--- src/rtl/mnist_pkg.sv ---
// rtl/mnist_pkg.sv - shared constants and state type for the MNIST frame path
// Image geometry: 14 rows x 2 half-rows of 7 pixels = 28 beats per frame.
package mnist_pkg;

  localparam int IMG_ROWS        = 14;
  localparam int BEATS_PER_ROW   = 2;
  localparam int BEATS_PER_FRAME = IMG_ROWS * BEATS_PER_ROW;
  localparam int BEAT_W          = 7;
  localparam int DIGIT_W         = 4;
  localparam int ADDR_W          = 5;

  localparam logic [ADDR_W-1:0] LAST_BEAT = ADDR_W'(BEATS_PER_FRAME - 1);

  typedef enum logic [2:0] {
    IDLE,
    LOAD,
    START,
    WAIT,
    DONE
  } state_t;

endpackage

--- src/rtl/mnist_wait_timer.sv ---
// rtl/mnist_wait_timer.sv - classifier wait up-counter with clear/enable/expired
// Ports:
//   clk, reset_n : clock, asynchronous active-low reset
//   clear        : synchronous return to zero (has priority over enable)
//   enable       : count one cycle
//   expired      : combinational; high in the enabled cycle that completes LIMIT counts
module mnist_wait_timer #(
  parameter int LIMIT = 1023
) (
  input  logic clk,
  input  logic reset_n,
  input  logic clear,
  input  logic enable,
  output logic expired
);

  localparam int CNT_W = $clog2(LIMIT + 1);

  logic [CNT_W-1:0] count;

  always_ff @(posedge clk or negedge reset_n) begin
    if (!reset_n) begin
      count <= '0;
    end else if (clear) begin
      count <= '0;
    end else if (enable) begin
      count <= count + 1'b1;
    end
  end

  // Flag the cycle in which the counter would reach LIMIT, so the owner acts
  // at the end of exactly LIMIT enabled cycles.
  assign expired = enable && (count == CNT_W'(LIMIT - 1));

endmodule

--- src/rtl/mnist_frame_controller.sv ---
// rtl/mnist_frame_controller.sv - frames host beats into the image buffer and sequences the classifier
// Ports:
//   clk, reset_n              : clock, asynchronous active-low reset
//   host_valid/host_sof/data_in, host_ready : host beat stream (sof marks beat 0)
//   pix_wr_en/pix_addr/pix_data : registered image-buffer write, one cycle per accepted beat
//   cls_start, cls_done/cls_digit : classifier start pulse and completion
//   result_valid/result/result_ack : held digit for the host
//   frame_error               : pulse on restart mid-frame or classifier timeout
//   busy                      : high in LOAD, START, WAIT
module mnist_frame_controller
  import mnist_pkg::*;
#(
  parameter int TIMEOUT_CYCLES = 1023
) (
  input  logic               clk,
  input  logic               reset_n,
  input  logic               host_valid,
  input  logic               host_sof,
  input  logic [BEAT_W-1:0]  data_in,
  output logic               host_ready,
  input  logic               result_ack,
  output logic               pix_wr_en,
  output logic [ADDR_W-1:0]  pix_addr,
  output logic [BEAT_W-1:0]  pix_data,
  output logic               cls_start,
  input  logic               cls_done,
  input  logic [DIGIT_W-1:0] cls_digit,
  output logic               result_valid,
  output logic [DIGIT_W-1:0] result,
  output logic               frame_error,
  output logic               busy
);

  state_t              state, state_nxt;
  logic [ADDR_W-1:0]   beat_cnt, beat_cnt_nxt;
  logic                pix_wr_en_nxt;
  logic [ADDR_W-1:0]   pix_addr_nxt;
  logic [BEAT_W-1:0]   pix_data_nxt;
  logic                cls_start_nxt;
  logic                result_valid_nxt;
  logic [DIGIT_W-1:0]  result_nxt;
  logic                frame_error_nxt;

  logic                accept;
  logic                timer_clear;
  logic                timer_enable;
  logic                timer_expired;

  assign host_ready = (state == IDLE) || (state == LOAD) || (state == DONE);
  assign busy       = (state == LOAD) || (state == START) || (state == WAIT);
  assign accept     = host_valid && host_ready;

  // Holding the timer clear outside WAIT makes every WAIT entry start from zero;
  // a cls_done cycle is not counted so completion always beats the timeout.
  assign timer_clear  = (state != WAIT);
  assign timer_enable = (state == WAIT) && !cls_done;

  mnist_wait_timer #(
    .LIMIT (TIMEOUT_CYCLES)
  ) u_wait_timer (
    .clk     (clk),
    .reset_n (reset_n),
    .clear   (timer_clear),
    .enable  (timer_enable),
    .expired (timer_expired)
  );

  always_comb begin
    state_nxt        = state;
    beat_cnt_nxt     = beat_cnt;
    pix_wr_en_nxt    = 1'b0;
    pix_addr_nxt     = pix_addr;
    pix_data_nxt     = pix_data;
    cls_start_nxt    = 1'b0;
    result_valid_nxt = result_valid;
    result_nxt       = result;
    frame_error_nxt  = 1'b0;

    case (state)
      IDLE: begin
        if (accept && host_sof) begin
          pix_wr_en_nxt = 1'b1;
          pix_addr_nxt  = '0;
          pix_data_nxt  = data_in;
          beat_cnt_nxt  = ADDR_W'(1);
          state_nxt     = LOAD;
        end
      end

      LOAD: begin
        if (accept) begin
          pix_wr_en_nxt = 1'b1;
          pix_data_nxt  = data_in;
          if (host_sof) begin
            // New frame before the old one finished: restart at beat 0.
            frame_error_nxt = 1'b1;
            pix_addr_nxt    = '0;
            beat_cnt_nxt    = ADDR_W'(1);
          end else begin
            pix_addr_nxt = beat_cnt;
            if (beat_cnt == LAST_BEAT) begin
              beat_cnt_nxt = '0;
              state_nxt    = START;
            end else begin
              beat_cnt_nxt = beat_cnt + 1'b1;
            end
          end
        end
      end

      START: begin
        cls_start_nxt = 1'b1;
        state_nxt     = WAIT;
      end

      WAIT: begin
        if (cls_done) begin
          result_nxt       = cls_digit;
          result_valid_nxt = 1'b1;
          state_nxt        = DONE;
        end else if (timer_expired) begin
          frame_error_nxt = 1'b1;
          state_nxt       = IDLE;
        end
      end

      DONE: begin
        // A new frame outranks the ack; the ack is absorbed either way.
        if (accept && host_sof) begin
          result_valid_nxt = 1'b0;
          pix_wr_en_nxt    = 1'b1;
          pix_addr_nxt     = '0;
          pix_data_nxt     = data_in;
          beat_cnt_nxt     = ADDR_W'(1);
          state_nxt        = LOAD;
        end else if (result_ack) begin
          result_valid_nxt = 1'b0;
          state_nxt        = IDLE;
        end
      end

      default: begin
        state_nxt = IDLE;
      end
    endcase
  end

  always_ff @(posedge clk or negedge reset_n) begin
    if (!reset_n) begin
      state        <= IDLE;
      beat_cnt     <= '0;
      pix_wr_en    <= 1'b0;
      pix_addr     <= '0;
      pix_data     <= '0;
      cls_start    <= 1'b0;
      result_valid <= 1'b0;
      result       <= '0;
      frame_error  <= 1'b0;
    end else begin
      state        <= state_nxt;
      beat_cnt     <= beat_cnt_nxt;
      pix_wr_en    <= pix_wr_en_nxt;
      pix_addr     <= pix_addr_nxt;
      pix_data     <= pix_data_nxt;
      cls_start    <= cls_start_nxt;
      result_valid <= result_valid_nxt;
      result       <= result_nxt;
      frame_error  <= frame_error_nxt;
    end
  end

endmodule

--- config.mk ---
export PLATFORM = sky130hd
export DESIGN_NAME = mnist_frame_controller
export DESIGN_NICKNAME = d
export VERILOG_FILES = /design/src/rtl/mnist_pkg.sv /design/src/rtl/mnist_wait_timer.sv /design/src/rtl/mnist_frame_controller.sv
export SDC_FILE = /design/constraint.sdc
export NUM_CORES = 1
export LEC_CHECK = 0
export CORE_UTILIZATION = 30
export CTS_CLUSTER_DIAMETER = 30
export CTS_CLUSTER_SIZE = 20
export DETAILED_ROUTE_END_ITERATION = 16
export PLACE_DENSITY = 0.53
export SLEW_MARGIN = 20
export SYNTH_ARGS = -nofsm -noshare
export SYNTH_HDL_FRONTEND = slang
export SYNTH_SLANG_ARGS = --single-unit
export TNS_END_PERCENT = 5
--- constraint.sdc ---
create_clock -name clk -period 3.71 [get_ports clk]
set_clock_uncertainty 0.1 [all_clocks]
set_input_delay 0.371 -clock clk [delete_from_list [all_inputs] [get_ports clk]]
set_output_delay 0.371 -clock clk [all_outputs]
set_load 0.03 [all_outputs]
# After elaboration in Yosys (flattened, before gate mapping)
# Cells that the tools add are included.
[word_totals]
out_inout_bits = 22
in_bits = 17
reg_bits = 38
elab_cells = 81
[classes]
reduce_logical = 18
addsub = 2
n_mux = 36
n_eq_ne = 15
[ops]
columns = ["op", "n"]
rows = [
  ["2-to-1 mux 5 bit", 7],
  ["2-to-1 mux 3 bit", 8],
  ["2-to-1 mux 10 bit", 2],
  ["one-hot mux 5 bit (2 select lines)", 2],
  ["one-hot mux 3 bit (5 select lines)", 1],
  ["2-to-1 mux 7 bit", 2],
  ["one-hot mux 7 bit (2 select lines)", 1],
  ["adder 10 x 1 -> 10 bit, second input constant", 1],
  ["equality test 10 bit, second input constant", 1],
  ["2-to-1 mux 1 bit", 10],
  ["equality test 3 x 2 -> 1 bit, second input constant", 2],
  ["inequality test 2 x 1 -> 1 bit, second input constant", 3],
  ["inequality test 2 bit, second input constant", 3],
  ["inequality test 3 x 2 -> 1 bit, second input constant", 2],
  ["one-hot mux 1 bit (2 select lines)", 3],
  ["AND reduction 3 bit", 2],
  ["AND reduction 6 bit", 1],
  ["nonzero test 2 bit", 3],
  ["adder 5 x 1 -> 5 bit, second input constant", 1],
  ["equality test 5 bit, second input constant", 1],
  ["logical AND 1 bit", 4],
  ["logical OR 1 bit", 4],
  ["equality test 3 x 1 -> 1 bit, second input constant", 1],
  ["equality test 3 bit, second input constant", 1],
  ["other kinds (5)", 5],
]

# Longest topological paths before layout
# Gate-level depths: netlist of run 1.
[depth]
ltp_word = 7
mapped_depth = 7
ltp_nobuf = 6

# Cells and area by module
# From an unflattened synthesis of run 1, not the netlist that was laid out.
[hier_totals]
hier_cells = 166
area_unflattened_um2 = 1873.0
[modules_own_cells]
columns = ["module", "cells_each", "seq_area_each_um2", "n_inst", "area_each_um2"]
rows = [
  ["mnist_frame_controller", 114, 700.7, 1, 1348.8],
  ["mnist_wait_timer", 52, 250.2, 1, 524.3],
]

# Worst setup path before layout of run 1
# OpenSTA, ideal clock, no wires.
[synth_path]
path_kind = "register -> register"
startpoint = "register state[1]"
endpoint = "register beat_cnt[3]"
setup_time_ns = 0.092
arrival_time_ns = 1.545
n_path_buf = 2
slack_ns = 1.973
path_stages_with_launch = 7
period_less_slack_ns = 1.737
required_time_ns = 3.518
path_cell_list = "dfrtp_1 > buf_6 > nand2b_4 > a211o_1 > buf_4 > or3_1 > o31ai_2"
[synth_between]
elab_chain_cells = 7
elab_cells_between_ends = 13
cone_classes = "4 x eq/ne; 1 x mux; 8 x reduce/logical"
[synth_rtl]
columns = ["element", "line", "text"]
rows = [
  ["from (decl)", "mnist_frame_controller.sv:34", "state_t state, state_nxt;"],
  ["from (signal assigned)", "mnist_frame_controller.sv:160", "state <= state_nxt;"],
  ["equality test 3 x 1 -> 1 bit or logical NOT 3 bit (tied branches)", "mnist_frame_controller.sv:49, mnist_frame_controller.sv:79", ""],
  ["logical OR 1 bit (2 in a row)", "mnist_frame_controller.sv:49", "assign host_ready = (state == IDLE) || (state == LOAD) || (state == DONE);"],
  ["logical AND 1 bit", "mnist_frame_controller.sv:51", "assign accept = host_valid && host_ready;"],
  ["logical AND 1 bit", "mnist_frame_controller.sv:81, mnist_frame_controller.sv:129", ""],
  ["inequality test 2 x 1 -> 1 bit (no source line)", "n/a", ""],
  ["AND reduction 3 bit (no source line)", "n/a", ""],
  ["to (signal assigned)", "mnist_frame_controller.sv:161", "beat_cnt <= beat_cnt_nxt;"],
  ["to (decl)", "mnist_frame_controller.sv:35", "logic [ADDR_W-1:0] beat_cnt, beat_cnt_nxt;"],
]
# Parallel ways exist; a longest one is shown, timed or not.
# A chain may end at the register's enable or synchronous reset.

# Final worst setup path of run 1
[layout_path]
startpoint = "register state[0]"
endpoint = "output port busy"
[layout_between]
elab_chain_cells = 3
elab_cells_between_ends = 5
cone_classes = "3 x eq/ne; 2 x reduce/logical"
[layout_rtl]
columns = ["element", "line", "text"]
rows = [
  ["equality test 3 x 1 -> 1 bit or equality test 3 x 2 -> 1 bit (tied branches)", "mnist_frame_controller.sv:50", "assign busy = (state == LOAD) || (state == START) || (state == WAIT);"],
  ["logical OR 1 bit", "mnist_frame_controller.sv:50", ""],
  ["logical OR 1 bit *", "mnist_frame_controller.sv:50", ""],
  ["to (decl)", "mnist_frame_controller.sv:31", "output logic busy"],
]
# Every way passes the cells marked *; elsewhere a longest branch is shown, timed or not.

==> results of run 1 <==
worst max-delay path, cell delays in order, from the launching register on:
cell and delay, ps:
dfrtp_1 550, nor2_1 140, nor2_1 110, clkdlybuf4s50_1 680
registers in the layout, indices dropped and copies added (netlist names):
name	count
pix_wr_en	1
pix_addr	5
pix_data	7
frame_error	1
cls_start	1
state	3
result	4
u_wait_timer.count	10
result_valid	1
beat_cnt	5
synth_stat cells, types with 2 or more instances:
cell type   n
a21oi_1     6
nor3b_1     2
nand2_1     9
nand4b_1    3
nor2b_1     3
nand2b_1    3
nor3_1      6
nand3_1     5
xor2_1      3
a22o_1      7
dfrtp_1    38
inv_1       4
nor4_1      2
nand3b_1    2
o21ai_1     3
ha_1        3
nor2_1     21
a211o_1     3
xnor2_1     6
clkbuf_1    5
mux2_2      5
mux2_1      7
worst min path at each step:
stage                                  startpoint                           endpoint  slack, ps  cells after the start
after global placement    pix_data[2]$_DFFE_PN0P_            pix_data[2]$_DFFE_PN0P_        380                      1
after floorplan                           reset_n            beat_cnt[0]$_DFFE_PN0P_        -20                      0
after global routing                      reset_n            pix_data[6]$_DFFE_PN0P_        160                      1
final                                     reset_n  u_wait_timer.count[5]$_DFFE_PN0P_         90                      1
after detailed placement  pix_data[2]$_DFFE_PN0P_            pix_data[2]$_DFFE_PN0P_        380                      1
after CTS                                 reset_n               state[1]$_DFFE_PN0P_        120                      1
through the flow:
step	cell area [um2]	cells	setup WS [ps]	util (%)	total power, mW
global route	2280	269	1350	40.9	1.28
floorplan	1750	159	1970	-	0.741
CTS	2280	269	1450	40.9	1.24
finish	2280	269	1460	40.9	1.22
global placement	2180	261	1320	39.0	0.883
detailed placement	2180	261	1210	39.0	0.890
layer usage:
| layer | GRT usage (%) | routed length, um |
|---|---|---|
| met3 | 3.49 | 150 |
| met2 | 20.8 | 1730 |
| met4 | 7.04 | 69 |
| met5 | 0 | 0 |
| met1 | 18.2 | 1760 |
cell type report:
type	instances	share of cell area, %
Clock buffer	7	3.34
Clock inverter	1	1.32
Inverter	4	0.658
Multi-Input combinational cell	109	32.6
Sequential cell	38	41.7
Tap cell	72	3.95
Timing Repair Buffer	38	16.4
cells in the final DEF (no fill, tap or decap), types with 2 or more instances in the layout:
cell and count:
dfrtp_1 38, clkdlybuf4s50_1 37, nor2_1 21, nand2_1 9, a22o_1 7, mux2_1 7
nor3_1 6, a21oi_1 6, xnor2_1 6, nand3_1 5, mux2_2 5, clkbuf_8 5
inv_1 4, a211o_1 3, nand2b_1 3, nor2b_1 3, o21ai_1 3, nand4b_1 3
xor2_1 3, ha_1 3, nor3b_1 2, nand3b_1 2, nor4_1 2, clkbuf_1 2
report_power, final:
group	total [mW]	leakage, nW	switching, mW	internal (mW)
registers	0.535	0.499	0.0579	0.477
clock network	0.340	0.0524	0.139	0.201
logic	0.347	0.392	0.189	0.158
kinds of logic after synthesis:
group | after synthesis
fa+ha+maj | 3
xor+xnor | 9
mux | 12
simple gates | 61
compound gates | 24
buf+inv | 12
flops | 38
==> flow_metrics.env, run 1 <==
export IMPL_slew_viol_final=0
export IMPL_ctsHoldBuffers=0
export IMPL_cts_repair_resized=0
export IMPL_n_antenna_cell=0
export IMPL_num_rows=27
export IMPL_cts_max_level=2
export IMPL_path_max_fanout=12
export IMPL_die_area_um2=6150
export IMPL_vias_per_cell=4.78
export IMPL_grt_start_max_net_pins=39
export IMPL_portBuffers=38
export IMPL_synth_distinct_cells=35
export IMPL_grt_pass1_vias=1350
export IMPL_power_density_nw_per_um2=536
export IMPL_finalHoldViolCount=0
export IMPL_synth_edff_count=0
export IMPL_synth_area_mux_share_pct=7.71
export IMPL_syn_area_per_cell_um2=11.0
export IMPL_drtIter0Drc=59
export IMPL_seq_area_frac_synth_pct=54.2
export IMPL_period_needed_ps=2250
export IMPL_synthAdderAreaFrac_pct=2.14
export IMPL_gp_congestion=0.823
export IMPL_synth_area_leaders="dfrtp_1 (54%), mux2_1 (4.5%), nor2_1 (4.5%), a22o_1 (3.5%), mux2_2 (3.2%)"
export IMPL_multi_input_area_um2=744
export IMPL_final_net_count=216
export IMPL_critical_path_required_ps=3240
export IMPL_cp_startpoint="state[0]$_DFFE_PN0P_"
export IMPL_tritoncts="done"
export IMPL_synth_nets=179
export IMPL_core_area_um2=5570
export IMPL_syn_area_um2=1750
export IMPL_tns_ps=0
export IMPL_synth_seq_cells=38
export IMPL_routedWlPerCell_um=13.8
export IMPL_boundaryPins=39
export IMPL_die_y_um=78.4
export IMPL_start_util_pct=31.4
export IMPL_n_fill_cell=536
export IMPL_cp_data_arrival_time_ps=1780
export IMPL_hold_slack_ps=85.4
export IMPL_cts_sinks=38
export IMPL_drive_gt1_share_pct=7.11
export IMPL_p_leak_nw=0.943
export IMPL_synth_top_family_by_area="simple AND/OR/NAND/NOR gates"
export IMPL_async_flop_share_pct=100
export IMPL_reg2reg_slack_ps=1670
export IMPL_period_share_pct=60.6
export IMPL_cts_setup_buffers=0
export IMPL_synth_xor_area_share_pct=4.50
export IMPL_hpwlAfterDp_um=2650
export IMPL_routed_wl_um=3710
export IMPL_synth_compound_area_share_pct=9.92
export IMPL_finalSetupViolations=0
export IMPL_maxCapViolCount=0
export IMPL_outcome="completed"
export IMPL_ys_warn_count=0
export IMPL_r2r_end="beat_cnt[3]$_DFFE_PN0P_"
export IMPL_syn2layout_area_growth_pct=30.2
export IMPL_max_slew_margin_rel_pct=43.5
export IMPL_antenna_found_initial=0
export IMPL_clock_latency_ps=290
export IMPL_criticalPathCategory="reg2out"
export IMPL_die_w_um=78.4
export IMPL_clk_pin_slew_ps=80
export IMPL_syn_instance_count=159
export IMPL_grt_use_total_pct=13.8
export IMPL_worst_pin_slew_ps=842
export IMPL_clock_path_buffers=2
export IMPL_r2r_start="state[1]$_DFFE_PN0P_"
export IMPL_cp_start_kind="register"
export IMPL_worstRegToRegCells=4
export IMPL_drc=0
export IMPL_num_vias=1286
export IMPL_synth_top_cell_area_share_pct=54.2
export IMPL_hold_class="in2async"
export IMPL_drt_pass1_iterations=4
export IMPL_cp_end_kind="primary output"
export IMPL_clockRootBuffer="clkbuf_8"
export IMPL_rsz0062_at_grt="no"
export IMPL_overflow=0
export IMPL_grt_pass1_wl_um=6480
export IMPL_max_freq_ghz=0.445
export IMPL_area_sequential_um2=951
export IMPL_endpoint="busy"
export IMPL_cts_buffers=5
export IMPL_synthFlopType="dfrtp_1"
export IMPL_postRouteAntennaNets=0
export IMPL_yosys_area_top_type="dfrtp_1"
export IMPL_peakVddDrop_mv=0.198
export IMPL_synth_simple_area_share_pct=18.2
Power figures use the tool's default switching activity.
==> run 2, diff against run 1 <==
- clock period: 3.71 -> 2.3 ns (I/O delays scaled with it)
==> run 2 against run 1 <==
Net effect: total power rose by 62%; combinational power rose by 64%; critical path depth did not move; non-clock buffer count rose by 5; routed wire length rose by 1.8%; critical path type unchanged; largest cell class unchanged; largest power group unchanged.
==> flow_metrics.env, run 2 (synthesis results as in run 1) <==
export IMPL_reg_largest_list="u_wait_timer.count x10, pix_data x7"
export IMPL_clock_path_buffers=2
export IMPL_grt_start_max_net_pins=39
export IMPL_drc=0
export IMPL_path_common_cell="nor2_1"
export IMPL_cts_sinks=38
export IMPL_finalHoldViolCount=0
export IMPL_max_slew_margin_rel_pct=43.2
export IMPL_slew_viol_final=0
export IMPL_vias_per_cell=4.77
export IMPL_r2r_start="state[0]$_DFFE_PN0P_"
export IMPL_tns_ps=0
export IMPL_n_antenna_cell=0
export IMPL_power_total_mw=1.98
export IMPL_outcome="completed"
export IMPL_power_density_nw_per_um2=854
export IMPL_hpwlAfterDp_um=2680
export IMPL_critPathSlowestCell="clkdlybuf4s50_1"
export IMPL_path_max_fanout=10
export IMPL_clockRootBuffer="clkbuf_8"
export IMPL_cts_buffers=5
export IMPL_criticalPathCategory="reg2out"
export IMPL_postRouteAntennaNets=0
export IMPL_critical_path_required_ps=1970
export IMPL_place_inst=265
export IMPL_die_w_um=78.4
export IMPL_routed_wl_um=3780
export IMPL_hold_class="reg2reg"
export IMPL_grt_busiest_layer="met2"
export IMPL_worstRegToRegCells=4
export IMPL_cp_data_arrival_time_ps=1750
export IMPL_cp_end_kind="primary output"
export IMPL_hold_slack_ps=405
export IMPL_gp_congestion=0.803
export IMPL_grt_pass1_vias=1335
export IMPL_core_area_um2=5570
export IMPL_path_cells="nor2_1 -> nor2_1 -> clkdlybuf4s50_1"
export IMPL_min_from="pix_data[3]$_DFFE_PN0P_"
export IMPL_cp_start_kind="register"
export IMPL_layout_commonest_cell="dfrtp_1"
export IMPL_largest_register_ffs=10
export IMPL_clock_latency_ps=290
export IMPL_grtUsageMet3_pct=3.14
export IMPL_tritoncts="done"
export IMPL_worst_pin_slew_ps=852
export IMPL_drtIter0Drc=32
export IMPL_overflow=0
export IMPL_die_y_um=78.4
export IMPL_n_fill_cell=531
export IMPL_final_net_count=221
export IMPL_area_sequential_um2=951
export IMPL_final_cell_mix="dfrtp_1 (38), clkdlybuf4s50_1 (37), nor2_1 (21), nand2_1 (9)"
export IMPL_period_needed_ps=2080
export IMPL_cp_startpoint="state[1]$_DFFE_PN0P_"
export IMPL_maxCapViolCount=0
export IMPL_die_area_um2=6150
export IMPL_drt_pass1_iterations=4
export IMPL_clk_pin_slew_ps=70
export IMPL_syn2layout_area_growth_pct=32.5
export IMPL_use_met2_pct=21.3
export IMPL_crit_path_max_incr_delay_ps=680
export IMPL_antenna_found_initial=0
export IMPL_min_path_cells=1
export IMPL_max_freq_ghz=0.482
export IMPL_final_util_pct=41.7
export IMPL_ctsHoldBuffers=1
export IMPL_cts_setup_buffers=0
export IMPL_num_vias=1308
export IMPL_finalSetupViolations=0
export IMPL_num_rows=27
export IMPL_grt_pass1_wl_um=6460
export IMPL_drive_gt1_share_pct=8.91
export IMPL_regMostFlops="u_wait_timer.count"
export IMPL_p_leak_nw=0.967
export IMPL_grt_util_met1_pct=17.8
export IMPL_grt_use_total_pct=13.8
export IMPL_start_util_pct=31.4
export IMPL_boundaryPins=39
export IMPL_routedWlPerCell_um=13.8
export IMPL_portBuffers=38
export IMPL_multi_input_area_um2=744
export IMPL_cts_max_level=2
export IMPL_cts_repair_resized=0
export IMPL_peakVddDrop_mv=0.534
export IMPL_fin_cells=274
export IMPL_rsz0062_at_grt="no"
export IMPL_period_share_pct=90.3
==> run 2: cell types whose count changed in the layout (fill, tap and decap cells not counted) <==
cell,change
buf_4,+4
dlygate4sd3_1,+1
==> run 2: routing by layer <==
metal	wire (um)	vias to the layer above
met2	1790	32
met4	76	0
met5	0	-
met3	147	8
met1	1770	630
li1	-	638
==> run 2: per-stage QoR <==
step,worst slack [ps],instance area [um2]
after global routing,110,2320
after CTS,196,2320
after global placement,403,2210
after detailed placement,317,2210
after floorplan,563,1750
final,224,2320
==> run 2: layout make-up <==
class	instances	share of cell area, %
clock inverter	1	1.29
timing repair buffer	43	17.9
inverter	4	0.647
clock buffer	7	3.29
tap	72	3.88
multi-input combinational	109	32.1
sequential	38	40.9
==> run 2: path summary, 6_finish.rpt <==
| check | endpoint | slack, ps |
|---|---|---|
| worst max-delay path | busy | 220 |
| worst min-delay path | pix_data[3]$_DFFE_PN0P_ | 410 |
| worst max register to register | state[1]$_DFFE_PN0P_ | 560 |
| worst min register to register | pix_data[3]$_DFFE_PN0P_ | 410 |
| max in group asynchronous | beat_cnt[1]$_DFFE_PN0P_ | 1080 |
| min in group asynchronous | u_wait_timer.count[6]$_DFFE_PN0P_ | 480 |
==> run 2: power breakdown <==
group          internal (mW)  total, mW  switching [mW]
registers              0.770      0.863          0.0929
logic                  0.264      0.570           0.306
clock network          0.324      0.549           0.225
total                   1.36       1.98           0.624
==> run 2: worst max-delay path, delay by kind of cell, from the launching register on <==
family / cells / cell delay (ps)
buffers and inverters: 1 / 680
AND/OR/NAND/NOR: 2 / 240
flip-flops: 1 / 520
